File: config.mk
export PLATFORM = sky130hd
export DESIGN_NAME = bnn_inference_sequencer
export DESIGN_NICKNAME = d
export VERILOG_FILES = /design/src/rtl/bnn_pkg.sv /design/src/rtl/bnn_seq_timer.sv /design/src/rtl/bnn_inference_sequencer.sv
export SDC_FILE = /design/constraint.sdc
export NUM_CORES = 1
export LEC_CHECK = 0
export CAP_MARGIN = 20
export CORE_MARGIN = 4
export CORE_UTILIZATION = 46
export DETAILED_ROUTE_END_ITERATION = 8
export PLACE_DENSITY_LB_ADDON = 0.15
export REMOVE_ABC_BUFFERS = 1
export SETUP_SLACK_MARGIN = 0.1
export SLEW_MARGIN = 20
export SYNTH_ARGS = -nofsm -noshare
export SYNTH_HDL_FRONTEND = slang
export SYNTH_SLANG_ARGS = --single-unit
File: constraint.sdc
create_clock -name clk -period 1.7 [get_ports clk]
set_input_delay 0.34 -clock clk [delete_from_list [all_inputs] [get_ports clk]]
set_output_delay 0.34 -clock clk [all_outputs]
set_load 0.02 [all_outputs]
File: src/rtl/bnn_pkg.sv
// rtl/bnn_pkg.sv - shared state encodings, data width and counter width helper for the BNN sequencer
package bnn_pkg;

    localparam int BNN_DATA_W = 16;

    localparam logic [2:0] S_IDLE  = 3'd0;
    localparam logic [2:0] S_FETCH = 3'd1;
    localparam logic [2:0] S_LOAD  = 3'd2;
    localparam logic [2:0] S_ISSUE = 3'd3;
    localparam logic [2:0] S_WAIT  = 3'd4;
    localparam logic [2:0] S_GAP   = 3'd5;
    localparam logic [2:0] S_DONE  = 3'd6;

    // Width of a down-counter that must hold n-1; never narrower than one bit.
    function automatic int cnt_w(input int n);
        return (n <= 2) ? 1 : $clog2(n);
    endfunction

endpackage

File: src/rtl/bnn_seq_timer.sv
// rtl/bnn_seq_timer.sv - loadable down-counter with terminal-count flag
module bnn_seq_timer #(
    parameter int W = 4
) (
    input  logic         clk,
    input  logic         rst,
    input  logic         load,
    input  logic [W-1:0] load_val,
    input  logic         en,
    output logic         tc
);

    logic [W-1:0] count;

    always_ff @(posedge clk or posedge rst) begin
        if (rst) begin
            count <= '0;
        end else if (load) begin
            count <= load_val;
        end else if (en && !tc) begin
            count <= count - W'(1);
        end
    end

    assign tc = (count == '0);

endmodule

File: src/rtl/bnn_inference_sequencer.sv
// rtl/bnn_inference_sequencer.sv - batch initiator feeding the BNN core; result timeout enabled by BNN_SEQ_TIMEOUT_EN
module bnn_inference_sequencer
    import bnn_pkg::*;
#(
    parameter int MAX_INPUTS     = 16,
    parameter int DATA_W         = BNN_DATA_W,
    parameter int TIMEOUT_CYCLES = 1024,
    parameter int IDLE_GAP       = 2
) (
    input  logic                          clk,
    input  logic                          rst,
    input  logic                          run,
    input  logic [$clog2(MAX_INPUTS):0]   num_inputs,
    output logic                          in_rd_en,
    output logic [$clog2(MAX_INPUTS)-1:0] in_addr,
    input  logic [DATA_W-1:0]             in_data,
    output logic                          bnn_in_valid,
    output logic [DATA_W-1:0]             bnn_in_data,
    input  logic                          bnn_in_ready,
    input  logic                          bnn_out_valid,
    output logic                          start_inference,
    output logic                          inference_done,
    output logic                          busy,
    output logic                          batch_done,
    output logic                          timeout_err,
    output logic [$clog2(MAX_INPUTS):0]   inputs_issued
);

    localparam int AW = $clog2(MAX_INPUTS);
    localparam int CW = AW + 1;
    localparam int GW = cnt_w(IDLE_GAP);

    logic [2:0]    state;
    logic [CW-1:0] cnt;
    logic [CW-1:0] idx;
    logic [CW-1:0] idx_nxt;
    logic [CW-1:0] run_cnt;
    logic          last;
    logic          result;
    logic          gap_tc;
    logic          tmo_hit;

    // idx is one bit wider than the address so the final increment never wraps
    assign idx_nxt = idx + CW'(1);
    assign last    = (idx_nxt == cnt);
    assign result  = (state == S_WAIT) && bnn_out_valid;
    assign run_cnt = (num_inputs > CW'(MAX_INPUTS)) ? CW'(MAX_INPUTS) : num_inputs;

    bnn_seq_timer #(.W(GW)) u_gap_timer (
        .clk      (clk),
        .rst      (rst),
        .load     (result && !last),
        .load_val (GW'((IDLE_GAP > 0) ? IDLE_GAP - 1 : 0)),
        .en       (state == S_GAP),
        .tc       (gap_tc)
    );

`ifdef BNN_SEQ_TIMEOUT_EN
    localparam int TW = cnt_w(TIMEOUT_CYCLES);

    logic tmo_tc;

    // Loaded on the accept edge so the first WAIT cycle corresponds to elapsed count 0
    bnn_seq_timer #(.W(TW)) u_tmo_timer (
        .clk      (clk),
        .rst      (rst),
        .load     ((state == S_ISSUE) && bnn_in_ready),
        .load_val (TW'(TIMEOUT_CYCLES - 1)),
        .en       (state == S_WAIT),
        .tc       (tmo_tc)
    );

    assign tmo_hit = tmo_tc;

    always_ff @(posedge clk or posedge rst) begin
        if (rst) begin
            timeout_err <= 1'b0;
        end else if ((state == S_IDLE) && run) begin
            timeout_err <= 1'b0;
        end else if ((state == S_WAIT) && !bnn_out_valid && tmo_tc) begin
            timeout_err <= 1'b1;
        end
    end
`else
    assign tmo_hit     = 1'b0;
    assign timeout_err = 1'b0;
`endif

    always_ff @(posedge clk or posedge rst) begin
        if (rst) begin
            state           <= S_IDLE;
            cnt             <= '0;
            idx             <= '0;
            in_rd_en        <= 1'b0;
            in_addr         <= '0;
            bnn_in_valid    <= 1'b0;
            bnn_in_data     <= '0;
            start_inference <= 1'b0;
            inference_done  <= 1'b0;
            busy            <= 1'b0;
            batch_done      <= 1'b0;
            inputs_issued   <= '0;
        end else begin
            in_rd_en        <= 1'b0;
            start_inference <= 1'b0;
            inference_done  <= 1'b0;
            batch_done      <= 1'b0;
            case (state)
                S_IDLE: begin
                    if (run) begin
                        cnt           <= run_cnt;
                        idx           <= '0;
                        inputs_issued <= '0;
                        busy          <= 1'b1;
                        if (run_cnt == '0) begin
                            state      <= S_DONE;
                            batch_done <= 1'b1;
                        end else begin
                            state    <= S_FETCH;
                            in_rd_en <= 1'b1;
                            in_addr  <= '0;
                        end
                    end
                end
                S_FETCH: state <= S_LOAD;
                S_LOAD: begin
                    bnn_in_data  <= in_data;
                    bnn_in_valid <= 1'b1;
                    state        <= S_ISSUE;
                end
                S_ISSUE: begin
                    if (bnn_in_ready) begin
                        bnn_in_valid    <= 1'b0;
                        inputs_issued   <= inputs_issued + CW'(1);
                        start_inference <= 1'b1;
                        state           <= S_WAIT;
                    end
                end
                S_WAIT: begin
                    // A result arriving on the timeout cycle takes priority
                    if (bnn_out_valid) begin
                        inference_done <= 1'b1;
                        idx            <= idx_nxt;
                        if (last) begin
                            state      <= S_DONE;
                            batch_done <= 1'b1;
                        end else if (IDLE_GAP == 0) begin
                            state    <= S_FETCH;
                            in_rd_en <= 1'b1;
                            in_addr  <= idx_nxt[AW-1:0];
                        end else begin
                            state <= S_GAP;
                        end
                    end else if (tmo_hit) begin
                        inference_done <= 1'b1;
                        state          <= S_DONE;
                        batch_done     <= 1'b1;
                    end
                end
                S_GAP: begin
                    if (gap_tc) begin
                        state    <= S_FETCH;
                        in_rd_en <= 1'b1;
                        in_addr  <= idx[AW-1:0];
                    end
                end
                S_DONE: begin
                    state <= S_IDLE;
                    busy  <= 1'b0;
                end
                default: begin
                    state <= S_IDLE;
                    busy  <= 1'b0;
                end
            endcase
        end
    end

endmodule

======== Word level (Yosys, flattened, before mapping) ========
Index checks and enable logic that the tools add are counted.
storage, ports and cells
  flip-flop bits (word level) ............. 45
  logic and storage cells ................. 84
  output and inout port bits .............. 32
  input port bits ......................... 26
cells by class
  muxes and demuxes ....................... 36
  eq/ne operators ......................... 11
  bitwise operators ....................... 1
  $add $sub $neg .......................... 3
  $lt $le $gt $ge ......................... 1
  reductions and logical operators ........ 19
operators by type and width
  cell                   count
  $mux W5                4
  $pmux W5 S2            2
  $pmux W3 S6            1
  $mux W1                15
  $mux W3                5
  $mux W4                3
  $add A5 B1 Y5 const B  2
  $ne A2 B2 Y1 const B   5
  $reduce_bool A2 Y1     5
  $pmux W1 S2            4
  $pmux W4 S2            1
  $reduce_and A4 Y1      2
  $eq A3 B2 Y1 const B   2
  $eq A3 B3 Y1 const B   2
  $reduce_and A2 Y1      3
  $reduce_and A3 Y1      2
  $eq A5 B5 Y1           1
  $gt A5 B5 Y1 const B   1
  $logic_not A5 Y1       1
  $reduce_or A5 Y1       1
  $eq A3 B1 Y1 const B   1
  $logic_and A1 B1 Y1    3
  $logic_not A3 Y1       1
  $mux W2                1
  other kinds (3)        3

======== Longest topological paths before layout ========
  depth after elaboration ................. 6
  gate-level depth with buffers ........... 7
  depth with buffers taken out ............ 6

======== Hierarchy ========
Synthesis repeated with hierarchy kept, for this count alone.
second synthesis, totals
  cell total of the unflattened synthesis .. 178
  area total of the unflattened synthesis .. 2018.2 um^2
by module, submodules not included
  module                   seq. area each (um^2)  times used  cells an instance  area each (um^2)
  bnn_inference_sequencer  1101.1                 1           173                1969.4
  bnn_seq_timer            25.0                   1           5                  48.8

======== Worst setup path after synthesis ========
Ideal clock, no wire load.
  path type ............................... reg-to-reg
  from .................................... register state[2]
  to ...................................... register bnn_in_data[0]
  clock period less this slack ............ 1460 ps
  path buffers ............................ 3
  slack ................................... 240 ps
  library setup time ...................... 125 ps
  cell stages (with the launch flop) ...... 7
  required time ........................... 1575 ps
  arrival ................................. 1335 ps
  path through ............................ dfrtp_1 > buf_4 > inv_1 > and3_1 > buf_6 > buf_6 > mux2_2
on the way
  word-level cells in the longest chain between the ends .. 1
RTL lines
  item                    line                            RTL
  from (decl)             bnn_inference_sequencer.sv:33   logic [2:0] state;
  from (signal assigned)  bnn_inference_sequencer.sv:91   state <= S_IDLE;
  from (signal assigned)  bnn_inference_sequencer.sv:116  state <= S_DONE;
  from (signal assigned)  bnn_inference_sequencer.sv:119  state <= S_FETCH;
  $eq A3 B2 Y1            bnn_inference_sequencer.sv:108  case (state)
  to (signal assigned)    bnn_inference_sequencer.sv:127  bnn_in_data <= in_data;
  to (decl)               bnn_inference_sequencer.sv:18   output logic [DATA_W-1:0] bnn_in_data,
Every way passes these cells.
A chain may end at the register's enable or synchronous reset.

======== Worst setup path in the final report ========
  from .................................... register batch_done
  to ...................................... output port batch_done
RTL lines
  item                    line                            RTL
  from (decl)             bnn_inference_sequencer.sv:24   output logic batch_done,
  from (signal assigned)  bnn_inference_sequencer.sv:101  batch_done <= 1'b0;
  from (signal assigned)  bnn_inference_sequencer.sv:107  batch_done <= 1'b0;
  from (signal assigned)  bnn_inference_sequencer.sv:117  batch_done <= 1'b1;
No word-level cell between the ends.

==> run_results.csv <==
group,metric,value,unit
global_route,grt_start_max_net_pins,20,
pwr,vdd_drop_max,0.970,mV
global_route,grtUsageTotal,0.164,
placement,portBuffers,56,
pwr,power.leakage,1.49,nW
global_route,grt-ovfl-total,0,
setup_path,worstSetupPathType,"reg -> out",
die,die_x,75.1,um
pwr,power_density,1550,mW/mm2
die,io_pins,58,
global_route,grt_pass1_vias,1497,
detailed_routing,drc,0,
job,cap_violations,0,
logic_synthesis,synth_seq_cells,45,
run_status,status,"completed",
sta,slew_headroom,0.650,
detailed_routing,wl_per_cell,14.1,um
die,die-area,0.00564,mm2
setup_path,critical_path.startpoint_type,"flip-flop",
sta,fmax,645,MHz
logic_synthesis,yosys_most_used_dff,"dfrtp_1",
clock_tree,cts.path.max_buffers,2,
die,rows,24,
detailed_routing,routed_wl,4220,um
sta,min_period,1.55,ns
logic_synthesis,synth_top_cells_by_area,"dfrtp_1, mux2_2, nand2_1",
logic_synthesis,synthesis.area,0.00207,mm2
clock_tree,cts.sinks,45,
logic_synthesis,synthDistinctLibCells,40,
setup_path,cp.required,1.36,ns
setup_path,crit_fanout,1,
sta,setup_viol,0,
setup_path,crit_arrival,1.21,ns
final_layout,diodes,0,
setup_path,crit_chain,"clkdlybuf4s50_1",
clock_tree,cts_root_buffer,"clkbuf_8",
die,core_area,0.00435,mm2
sta,tightest_slew,0.522,ns
final_layout,fin_util,0.664,
logic_synthesis,async_reset_ff_frac,1.00,
setup_path,crit_family,"buffers and inverters",
logic_synthesis,synth_cells,182,
sta,hold_violations,0,
detailed_routing,first_iter_violations,53,
setup_path,cpPeakStageDelay,0.60,ns
logic_synthesis,synth-warning-count,0,
placement,placed_area,0.00274,mm2
logic_synthesis,synth_top_area_share,0.544,
sta,slew_violations,0,
final_layout,area_delta_synth_final,39.8,%
sta,rsz0062_at_grt,"true",
sta,fin_worst_skew,0.00316,ns
die,start_util,0.475,
logic_synthesis,synth-edff-count,0,
final_layout,nets,275,
clock_tree,post_cts_buffers,0,
clock_tree,cts_tree,"built",
final_layout,postLayoutCellArea,0.00289,mm2
detailed_routing,vias_per_cell,5.12,
final_layout,drive_gt1_frac,0.181,
setup_path,critPathSlowestCell,"clkdlybuf4s50_1",
worst_hold_path,hp-class,"in -> async",
logic_synthesis,synth_seq_area_share,0.544,
detailed_routing,vias,1535,
global_route,grt_pass1_wl,6920,um
logic_synthesis,synth.avg_cell_area,11.4,um2
clock_tree,clk_latency,0.29,ns
clock_tree,cts_buffers,5,
detailed_routing,firstDrtPassIters,4,
global_route,antenna_found_initial,0,
clock_tree,path_clk_slew,0.08,ns
logic_synthesis,synth_area_leader_cell,"dfrtp_1",
detailed_routing,postRouteAntennaNets,0,
setup_path,cp-end-kind,"primary output",
placement,dp_hpwl,3190,um
sta,final.period_utilization,0.912,
die,fp.dieH,75.1,um
clock_tree,cts-hold-fix-buffers,0,
setup_path,path_buf_inv,1,
clock_tree,cts.htree.levels,2,
placement,place.gp.congestion,0.825,
[area by class of cell]
type	count	area (um2)
clock buffers	7	96.3
clock inverters	1	5.00
fillers	355	1460
inverters	9	33.8
multi-input cells	120	851
flip-flops and latches	45	1130
well taps	52	65.1
repair buffers	66	713
[flip-flops by register name, indices dropped and copies added, names as in the netlist]
| register | flops |
|---|---|
| in_addr | 4 |
| start_inference | 1 |
| batch_done | 1 |
| idx | 5 |
| bnn_in_valid | 1 |
| in_rd_en | 1 |
| bnn_in_data | 16 |
| cnt | 5 |
| busy | 1 |
| state | 3 |
| u_gap_timer.count | 1 |
| inference_done | 1 |
| inputs_issued | 5 |
[synthesized netlist by cell type (4+ instances only)]
cell       n
xor2_1     5
nand3b_1   4
mux2_2    16
o31ai_1    4
o21ai_0    7
nor2_1     8
xnor2_1    4
dfrtp_1   45
nand3_1    8
nand2_1   26
inv_1      8
mux2i_1    5
[report_power, final]
group | internal (mW) | switching (mW)
clock network | 0.367 | 0.336
logic | 1.03 | 1.00
registers | 1.46 | 0.297
[stage by stage]
step	TNS [ns]	hold WS, ns	setup WS (ns)	power, mW	std cells
floorplan	0	0.445	0.0567	2.98	174
detailed placement	-1.44	0.464	-0.238	3.94	292
global placement	-1.19	0.457	-0.196	3.91	292
CTS	0	0.333	0.100	4.59	300
finish	0	0.333	0.150	4.50	300
global route	0	0.339	0.0675	4.80	300
[repair_timing]
item,4_1_cts,5_1_grt
endpoints found under the hold margin,0,0
setup endpoints to repair,11,26
pin swaps,0,4
gates resized for setup,11,24
[cell families (layout without fill, tap and decap cells)]
kind of cell	after synthesis	after routing	share of synthesized area
XOR/XNOR	9	9	0.0381
other	1	1	0.00181
adder cells (fa/ha/maj)	2	2	0.0121
AO/OA/AOI/OAI	25	25	0.0889
multiplexers	21	21	0.111
flip-flops	45	45	0.544
buffers and inverters	17	83	0.0484
AND/OR/NAND/NOR	62	62	0.155
[path summary, 6_finish.rpt]
check | start | to | slack (ns) | depth (start not counted)
min in group clk | num_inputs[2] | cnt[2] | 0.34 | 3
worst min-delay path | rst | batch_done | 0.33 | 2
worst max-delay path | batch_done | batch_done | 0.15 | 1
max in group asynchronous | rst | state[2] | 0.93 | 3
worst min register to register | bnn_in_valid | bnn_in_valid | 0.48 | 1
worst max register to register | idx[1] | batch_done | 0.16 | 5
[layer usage]
layer | wire [um] | part of all wire | track usage | vias up
met3 | 319 | 0.076 | 0.0521 | 5
met4 | 57 | 0.014 | 0.0652 | 0
li1 | - | - | - | 756
met5 | 0 | 0 | 0 | -
met1 | 1920 | 0.46 | 0.215 | 728
met2 | 1910 | 0.45 | 0.252 | 46
[layout by cell type, fill, tap and decap left out, types with 2 or more instances in the layout]
| cell type | instances |
|---|---|
| mux2i_1 | 5 |
| clkbuf_8 | 7 |
| dfrtp_2 | 2 |
| dfrtp_1 | 43 |
| o31ai_1 | 4 |
| nor2_1 | 8 |
| clkdlybuf4s50_1 | 25 |
| buf_12 | 3 |
| nand4_1 | 3 |
| xor2_1 | 5 |
| a21o_1 | 2 |
| mux2_2 | 16 |
| nand3b_1 | 4 |
| buf_4 | 7 |
| xnor2_1 | 4 |
| nand2_1 | 26 |
| a31o_2 | 2 |
| o21ai_0 | 7 |
| a22o_1 | 3 |
| nand2b_1 | 3 |
| dlygate4sd2_1 | 10 |
| dlymetal6s2s_1 | 21 |
| inv_1 | 7 |
| nand3_1 | 8 |
No activity file was read; power rests on OpenSTA's default activity.
